## src/rtl/register_sequencer_pkg.sv

```systemverilog
// -----------------------------------------------------------------------------
// register_sequencer_pkg
// Shared definitions for the register sequencer:
//   - sizing constants (data width, register count, select width, instr width)
//   - instruction field bit positions
//   - opcode and FSM state encodings
//   - helper that turns a register select into a one-hot write mask
// -----------------------------------------------------------------------------
package register_sequencer_pkg;

  localparam int DATA_WIDTH = 4;
  localparam int NUM_REGS   = 4;
  localparam int SEL_W      = $clog2(NUM_REGS);
  localparam int INSTR_W    = 2 + SEL_W + DATA_WIDTH;

  // Instruction layout: [opcode | dst select | immediate/src field].
  localparam int OPC_MSB = INSTR_W - 1;
  localparam int OPC_LSB = INSTR_W - 2;
  localparam int DST_MSB = OPC_LSB - 1;
  localparam int DST_LSB = DATA_WIDTH;
  localparam int IMM_MSB = DATA_WIDTH - 1;
  localparam int IMM_LSB = 0;
  localparam int SRC_MSB = SEL_W - 1;
  localparam int SRC_LSB = 0;

  typedef logic [DATA_WIDTH-1:0] data_t;
  typedef logic [SEL_W-1:0]      sel_t;
  typedef logic [NUM_REGS-1:0]   mask_t;

  typedef enum logic [1:0] {
    OP_LDI = 2'b00,
    OP_MOV = 2'b01,
    OP_ADD = 2'b10,
    OP_OUT = 2'b11
  } opcode_e;

  typedef enum logic [1:0] {
    ST_IDLE    = 2'b00,
    ST_DECODE  = 2'b01,
    ST_EXECUTE = 2'b10,
    ST_WRITE   = 2'b11
  } state_e;

  function automatic mask_t dst_onehot(input sel_t sel);
    mask_t m;
    m      = '0;
    m[sel] = 1'b1;
    return m;
  endfunction

endpackage

```

## src/rtl/register_sequencer_if.sv

```systemverilog
// -----------------------------------------------------------------------------
// register_sequencer_if
// Groups the instruction handshake and the register-bank bus of the sequencer.
//   instr/instrValid/instrReady : micro-instruction valid/ready handshake
//   regValues                   : packed outputs of the register bank
//   setValue/valueIn            : one-hot load strobes and shared write bus
//   outValue/outValid           : OUT result and its one-cycle pulse
//   carry/busy                  : status
// Modports:
//   slave  - the sequencer
//   master - the environment (instruction source + register bank)
// -----------------------------------------------------------------------------
interface register_sequencer_if;
  import register_sequencer_pkg::*;

  logic [INSTR_W-1:0]             instr;
  logic                           instrValid;
  logic                           instrReady;
  logic [NUM_REGS*DATA_WIDTH-1:0] regValues;
  mask_t                          setValue;
  data_t                          valueIn;
  data_t                          outValue;
  logic                           outValid;
  logic                           carry;
  logic                           busy;

  modport slave (
    input  instr, instrValid, regValues,
    output instrReady, setValue, valueIn, outValue, outValid, carry, busy
  );

  modport master (
    output instr, instrValid, regValues,
    input  instrReady, setValue, valueIn, outValue, outValid, carry, busy
  );

endinterface

```

## src/rtl/sequencer_alu.sv

```systemverilog
// -----------------------------------------------------------------------------
// sequencer_alu
// Purely combinational result computation for one micro-instruction.
//   i_opcode  : instruction opcode
//   i_dst_val : current value of the destination register
//   i_src_val : current value of the source register
//   i_imm     : immediate field
//   o_result  : value to be written (or captured, for OUT)
//   o_carry   : carry out of the ADD (0 for other opcodes)
// -----------------------------------------------------------------------------
module sequencer_alu
  import register_sequencer_pkg::*;
(
  input  opcode_e i_opcode,
  input  data_t   i_dst_val,
  input  data_t   i_src_val,
  input  data_t   i_imm,
  output data_t   o_result,
  output logic    o_carry
);

  logic [DATA_WIDTH:0] w_sum;

  // NOTE: every output of a combinational block gets a default first, so no
  // path through the case can leave it unassigned and infer a latch.
  always_comb begin
    w_sum    = {1'b0, i_dst_val} + {1'b0, i_src_val};
    o_result = '0;
    o_carry  = 1'b0;
    case (i_opcode)
      OP_LDI: o_result = i_imm;
      OP_MOV: o_result = i_src_val;
      OP_ADD: {o_carry, o_result} = w_sum;
      OP_OUT: o_result = i_dst_val;
      default: ;
    endcase
  end

endmodule

```

## src/rtl/register_sequencer.sv

```systemverilog
// -----------------------------------------------------------------------------
// register_sequencer
// Control unit for the general register bank. Accepts one micro-instruction
// per handshake, walks IDLE -> DECODE -> EXECUTE -> WRITE, and in WRITE drives
// the shared write bus plus the one-hot load strobe of the target register.
//   clock : system clock, rising edge
//   reset : asynchronous, active-low
//   bus   : register_sequencer_if.slave (handshake, bank bus, status)
// Accept at edge N -> strobe during the cycle before edge N+3 -> new register
// content visible after edge N+3; a new instruction can be taken at edge N+4.
// -----------------------------------------------------------------------------
module register_sequencer
  import register_sequencer_pkg::*;
(
  input  logic                  clock,
  input  logic                  reset,
  register_sequencer_if.slave   bus
);

  state_e             r_state;
  state_e             w_next_state;
  logic               r_ready;
  logic               r_carry;
  data_t              r_out_value;
  logic               r_out_valid;

  logic [INSTR_W-1:0] r_instr;
  opcode_e            r_op;
  sel_t               r_dst;
  sel_t               r_src;
  data_t              r_imm;
  mask_t              r_dst_mask;
  data_t              r_result;
  logic               r_carry_pend;

  logic               w_accept;
  data_t              w_dst_val;
  data_t              w_src_val;
  data_t              w_alu_result;
  logic               w_alu_carry;
  mask_t              w_set_value;
  data_t              w_value_in;

  // r_ready already implies IDLE; anything offered in other states is dropped.
  assign w_accept  = r_ready && bus.instrValid;

  assign w_dst_val = bus.regValues[r_dst*DATA_WIDTH +: DATA_WIDTH];
  assign w_src_val = bus.regValues[r_src*DATA_WIDTH +: DATA_WIDTH];

  sequencer_alu u_alu (
    .i_opcode  (r_op),
    .i_dst_val (w_dst_val),
    .i_src_val (w_src_val),
    .i_imm     (r_imm),
    .o_result  (w_alu_result),
    .o_carry   (w_alu_carry)
  );

  // Next state and WRITE-cycle bus drive. The bus is decoded from the state
  // register, so an asynchronous reset silences it immediately.
  always_comb begin
    w_next_state = r_state;
    w_set_value  = '0;
    w_value_in   = '0;
    case (r_state)
      ST_IDLE:    if (w_accept) w_next_state = ST_DECODE;
      ST_DECODE:  w_next_state = ST_EXECUTE;
      ST_EXECUTE: w_next_state = ST_WRITE;
      ST_WRITE: begin
        w_next_state = ST_IDLE;
        w_value_in   = r_result;
        if (r_op != OP_OUT) w_set_value = r_dst_mask;
      end
      default:    w_next_state = ST_IDLE;
    endcase
  end

  // NOTE: clocked state uses non-blocking assignments so every register
  // samples the pre-edge values regardless of statement order.
  always_ff @(posedge clock or negedge reset) begin
    if (!reset) begin
      r_state     <= ST_IDLE;
      r_ready     <= 1'b0;
      r_carry     <= 1'b0;
      r_out_value <= '0;
      r_out_valid <= 1'b0;
    end else begin
      r_state     <= w_next_state;
      // Registered ready: high exactly while the FSM sits in IDLE.
      r_ready     <= (w_next_state == ST_IDLE);
      r_out_valid <= 1'b0;
      if (r_state == ST_EXECUTE && r_op == OP_OUT) begin
        r_out_value <= w_alu_result;
        r_out_valid <= 1'b1;
      end
      if (r_state == ST_WRITE && r_op == OP_ADD) r_carry <= r_carry_pend;
    end
  end

  // NOTE: the instruction/decode/result registers carry no reset; they are
  // only consumed in states that can be reached after they were loaded.
  always_ff @(posedge clock) begin
    if (w_accept) r_instr <= bus.instr;
    if (r_state == ST_DECODE) begin
      r_op       <= opcode_e'(r_instr[OPC_MSB:OPC_LSB]);
      r_dst      <= r_instr[DST_MSB:DST_LSB];
      r_src      <= r_instr[SRC_MSB:SRC_LSB];
      r_imm      <= r_instr[IMM_MSB:IMM_LSB];
      r_dst_mask <= dst_onehot(r_instr[DST_MSB:DST_LSB]);
    end
    if (r_state == ST_EXECUTE) begin
      r_result     <= w_alu_result;
      r_carry_pend <= w_alu_carry;
    end
  end

  assign bus.instrReady = r_ready;
  assign bus.setValue   = w_set_value;
  assign bus.valueIn    = w_value_in;
  assign bus.outValue   = r_out_value;
  assign bus.outValid   = r_out_valid;
  assign bus.carry      = r_carry;
  assign bus.busy       = (r_state != ST_IDLE);

endmodule

```

## src/flat_wrapper.sv

```systemverilog
// flat-port wrapper written by rule: the top's interface ports become plain ports
module register_sequencer_flat import register_sequencer_pkg::*;
  (clock, reset, bus_instr, bus_instrValid, bus_regValues, bus_instrReady, bus_setValue, bus_valueIn, bus_outValue, bus_outValid, bus_carry, bus_busy);
  register_sequencer_if bus_i ();
  input  logic clock;
  input  logic reset;
  input wire logic [$bits(bus_i.instr)-1:0] bus_instr;
  input wire logic [$bits(bus_i.instrValid)-1:0] bus_instrValid;
  input wire logic [$bits(bus_i.regValues)-1:0] bus_regValues;
  output wire logic [$bits(bus_i.instrReady)-1:0] bus_instrReady;
  output wire logic [$bits(bus_i.setValue)-1:0] bus_setValue;
  output wire logic [$bits(bus_i.valueIn)-1:0] bus_valueIn;
  output wire logic [$bits(bus_i.outValue)-1:0] bus_outValue;
  output wire logic [$bits(bus_i.outValid)-1:0] bus_outValid;
  output wire logic [$bits(bus_i.carry)-1:0] bus_carry;
  output wire logic [$bits(bus_i.busy)-1:0] bus_busy;
  assign bus_i.instr = bus_instr;
  assign bus_i.instrValid = bus_instrValid;
  assign bus_i.regValues = bus_regValues;
  assign bus_instrReady = bus_i.instrReady;
  assign bus_setValue = bus_i.setValue;
  assign bus_valueIn = bus_i.valueIn;
  assign bus_outValue = bus_i.outValue;
  assign bus_outValid = bus_i.outValid;
  assign bus_carry = bus_i.carry;
  assign bus_busy = bus_i.busy;
  register_sequencer u_core (.clock(clock), .reset(reset), .bus(bus_i));
endmodule
```

## config.mk

```make
export PLATFORM = sky130hd
export DESIGN_NAME = register_sequencer_flat
export DESIGN_NICKNAME = d
export VERILOG_FILES = /design/src/rtl/register_sequencer_pkg.sv /design/src/rtl/register_sequencer_if.sv /design/src/rtl/sequencer_alu.sv /design/src/rtl/register_sequencer.sv /design/src/flat_wrapper.sv
export SDC_FILE = /design/constraint.sdc
export NUM_CORES = 1
export LEC_CHECK = 0
export ABC_AREA = 1
export CAP_MARGIN = 15
export CORE_AREA = 10 10 84 86
export CTS_BUF_LIST = sky130_fd_sc_hd__clkbuf_16
export CTS_CLUSTER_DIAMETER = 150
export CTS_CLUSTER_SIZE = 20
export DETAILED_ROUTE_END_ITERATION = 6
export DIE_AREA = 0 0 94 96
export GPL_ROUTABILITY_DRIVEN = 0
export HOLD_SLACK_MARGIN = 0.08
export PLACE_DENSITY = 0.58
export SLEW_MARGIN = 20
export SYNTH_ARGS = -nofsm -noshare
export SYNTH_HDL_FRONTEND = slang
export SYNTH_SLANG_ARGS = --single-unit
```

## constraint.sdc

```tcl
create_clock -name clock -period 2.6 [get_ports clock]
set_input_delay 0.52 -clock clock [delete_from_list [all_inputs] [get_ports clock]]
set_output_delay 0.52 -clock clock [all_outputs]
set_load 0.005 [all_outputs]
```

==> impl.org <==
** Die
- The floorplan has 27 rows.
- Number of I/O pins :: 43
- Starting utilization of the core area :: 34.4%
- Chip height :: 96 um
- Placeable Area :: 0.00541 mm^2
- The die covers 0.00902 mm^2.
- Measured along the x axis, the die boundary spans 94 um.

** Routing
- Length of the first detailed-routing pass in iterations :: 4
- In the final routed layout, each cell accounts on average for 12.5 um.
- Average vias per placed instance :: 4.50
- Final antenna-violating net count :: 0
- For this block, the routed nets add up to 4150 um of wire.
- Via Count :: 1,490
- In the routed design, unresolved DRC markers number 0.
- First-iteration detailed-routing DRC count :: 68

** Power and ir drop
- Leakage power total :: 1.15 nW
- Power comes to 2.57 mW.
- Pwr per Cell Area :: 999 mW/mm^2
- VDD IR max :: 0.576 mV

** Global routing
- Largest net degree at the start of global routing :: 13
- Initial antenna violation count :: 0
- Overall fraction of global-route tracks in use :: 9.56%
- The total overflow left after global routing is 0.
- The first global-routing pass estimated 6820 um of wire.
- Number of global-route vias before repair :: 1,531

** Clock network
- CTS root buf :: clkbuf_16
- Buffers inserted during post-CTS setup optimization :: 0
- Clock-pin slew was measured on the worst setup and hold paths at 0.05 ns.
- Cts bufs inserted :: 5
- TritonCTS built the clock tree.
- H-tree lvl count :: 2
- CTS saw 34 sinks.
- Buffers from clock root to sink, at most :: 2
- The clock reaches the later pin of the worst-skew pair after 0.27 ns.

** Timing
- Setup repair after global routing left no endpoint under its margin.
- Relative max-transition margin :: 67.2%
- Final worst hold slack :: 0.415 ns
- Final worst path period need :: 2.45 ns
- Worst-case clock skew :: 0.00527 ns
- Slew @ Worst Pin :: 0.492 ns
- Adding up every negative setup slack in the final design gives 0 ns.
- Post-route fraction of the period consumed by the critical path :: 94.3%
- The number of max-slew violations in the final report is 0.
- The final number of hold-violating endpoints came to 0.
- Setup violations remaining at the end of the flow were counted as 0.
- Setup slack on the critical path of the routed design comes to 0.148 ns.
- Maximum achievable frequency :: 408 MHz

** Synth
- Counting every instance in the synthesized netlist gives 200.
- Number of different library cells in the post-synthesis netlist :: 25
- Portion of the post-synthesis area used by sequential elements :: 52.5%
- The number of nets in the synthesized netlist is 237.
- Each instance of the synthesized netlist takes up on average 9.30 um^2.
- After synthesis the netlist holds a flip-flop and latch count of 34.
- For this run, the number of Yosys warnings is 0.
- After synthesis the cells add up to 0.00186 mm^2.

** Worst setup path
- In this design, the stage delay of the slowest critical-path cell is 0.43 ns.
- The signal on the critical path passes through clkdlybuf4s50_1, nand2_1, nand3_1, and2_1, ha_2, fa_2, or2_1, a31oi_1, nand3_1, and2_1.
- Kind of end point of the critical path :: flop
- Among all stages on the critical path, the largest delay is contributed by clkdlybuf4s50_1.
- Largest fanout on the critical path :: 2
- In this run the worst setup path begins at bus_regValues[0].
- Critical path startpoint category :: input pin
- The startpoint identified for the worst register-to-register timing path is u_core.r_dst[0].
- The number of cells on the worst reg-to-reg path is 9.
- Worst endpoint required time :: 2.63 ns
- End of the critical path :: u_core.r_result[2]
- Flop-to-flop setup slack :: 0.23 ns
- Endpoint arrival time on the critical path :: 2.48 ns
- Terminus of the critical flop-to-flop path :: u_core.r_result[2]
- Crit path kind :: in2reg

** Finish
- The net count of the finished layout is 295.
- Leaving out fill and tap cells, the most frequent cell in the layout is nand2_1.
- Summing all non-filler instances in the final layout gives an area of 0.00258 mm^2.
- Fraction of layout instances using a drive strength above 1 :: 14.3%
- Leading cell types in the layout, fill and taps excluded :: 59 x nand2_1, 42 x clkdlybuf4s50_1, 28 x nand3_1
- # diodes :: 0
- Fill cells in the final layout number 541.
- Compared with the post-synthesis result, the final layout area differs by 38.6%.

** Run status
- The run finished with clean final reports.

** Place
- Once placement finished, the instance area stood at 0.00243 mm^2.
- Input and output buffers added on the ports amount to 42.
- At the placement stage, the worst setup path has a slack of -0.185 ns.
- HPWL Detailed :: 3460 um

** Run
- The tool flagged a number of max-cap violations equal to 0.

** Min path
- Class of the most critical hold timing path :: reg2reg
- Hold Crit Start :: u_core.r_instr[2]
## per-stage QoR
step                      util [%]  instances
after floorplan                  -        200
after CTS                     47.5        331
after detailed placement      45.0        323
after global placement        45.0        323
final                         47.7        331
after global routing          47.7        331
## routing by layer
| layer | up-vias | wire length, um | global-route usage [%] |
|---|---|---|---|
| met5 | - | 0 | 0 |
| met4 | 0 | 24 | 3.04 |
| met3 | 4 | 134 | 2.65 |
| met2 | 25 | 2250 | 18.0 |
| met1 | 691 | 1740 | 10.0 |
| li1 | 770 | - | - |
## sequential cells by signal, indices dropped and copies added, names as in the netlist
name,cells
u_core.r_op,2
u_core.bus.outValue,4
u_core.r_dst,2
u_core.r_state,2
u_core.r_imm,4
u_core.r_instr,8
u_core.bus.outValid,1
u_core.r_dst_mask,4
u_core.bus.carry,1
u_core.r_carry_pend,1
u_core.bus.instrReady,1
u_core.r_result,4
## cell usage after synthesis (all sizes together)
cell type	count	share of area [%]
nand3	32	9.4
fa	1	1.1
ha	9	6.1
or2	1	0.34
o21ai	1	0.27
mux2	1	0.81
nor2	13	3.2
and2	9	3.0
buf	2	1.2
dfrtp	9	12
clkinv	1	0.27
a31oi	2	0.67
o21a	1	0.40
nand4	2	1.3
edfxtp	25	40
inv	27	5.7
nand2	62	13
a21oi	2	0.54
## how the worst min path moves through the flow
stage,to,slack [ns],cells past startpoint
3_5_place_dp,u_core.r_imm[2],0.40,0
4_1_cts,u_core.r_imm[0],0.42,0
5_1_grt,u_core.r_op[1],0.43,0
2_1_floorplan,u_core.bus.carry,0.22,0
6_report,u_core.r_imm[2],0.42,0
3_3_place_gp,u_core.r_op[0],0.40,0
## power breakdown
group | internal (mW) | switching [mW] | leakage, nW
Combinational | 0.539 | 0.583 | 0.733
Clock | 0.345 | 0.195 | 0.0724
Sequential | 0.817 | 0.0950 | 0.345
Total | 1.70 | 0.873 | 1.15
## layout make-up
class | instances | area (um^2) | share of cell area [%]
clock buffers | 5 | 125 | 4.85
clock inverters | 3 | 12.5 | 0.485
inverters | 28 | 111 | 4.32
multi-input cells | 136 | 759 | 29.5
flip-flops and latches | 34 | 976 | 37.9
well taps | 72 | 90.1 | 3.50
repair buffers | 53 | 503 | 19.5
## repair_timing
item / 4_1_cts / 5_1_grt
endpoints found under the setup margin: 0 / 1
hold buffers: 0 / 0
gates resized for setup: 0 / 3
## cell families (layout without fill, tap and decap cells)
group           count (synthesis)  after routing  share of synthesized area, %
compound gates                  6              6                          1.88
mux                             1              1                         0.807
buf+inv                        30             89                          7.20
flops                          34             34                          52.5
simple gates                  119            119                          30.5
fa+ha+maj                      10             10                          7.13
## critical path: cells and delay by family
kind,cells,cell delay (ns)
AO/OA/AOI/OAI,1,0.18
adder cells (fa/ha/maj),2,0.53
buffers and inverters,1,0.43
AND/OR/NAND/NOR,6,0.83
Power figures use the tool's default switching activity.
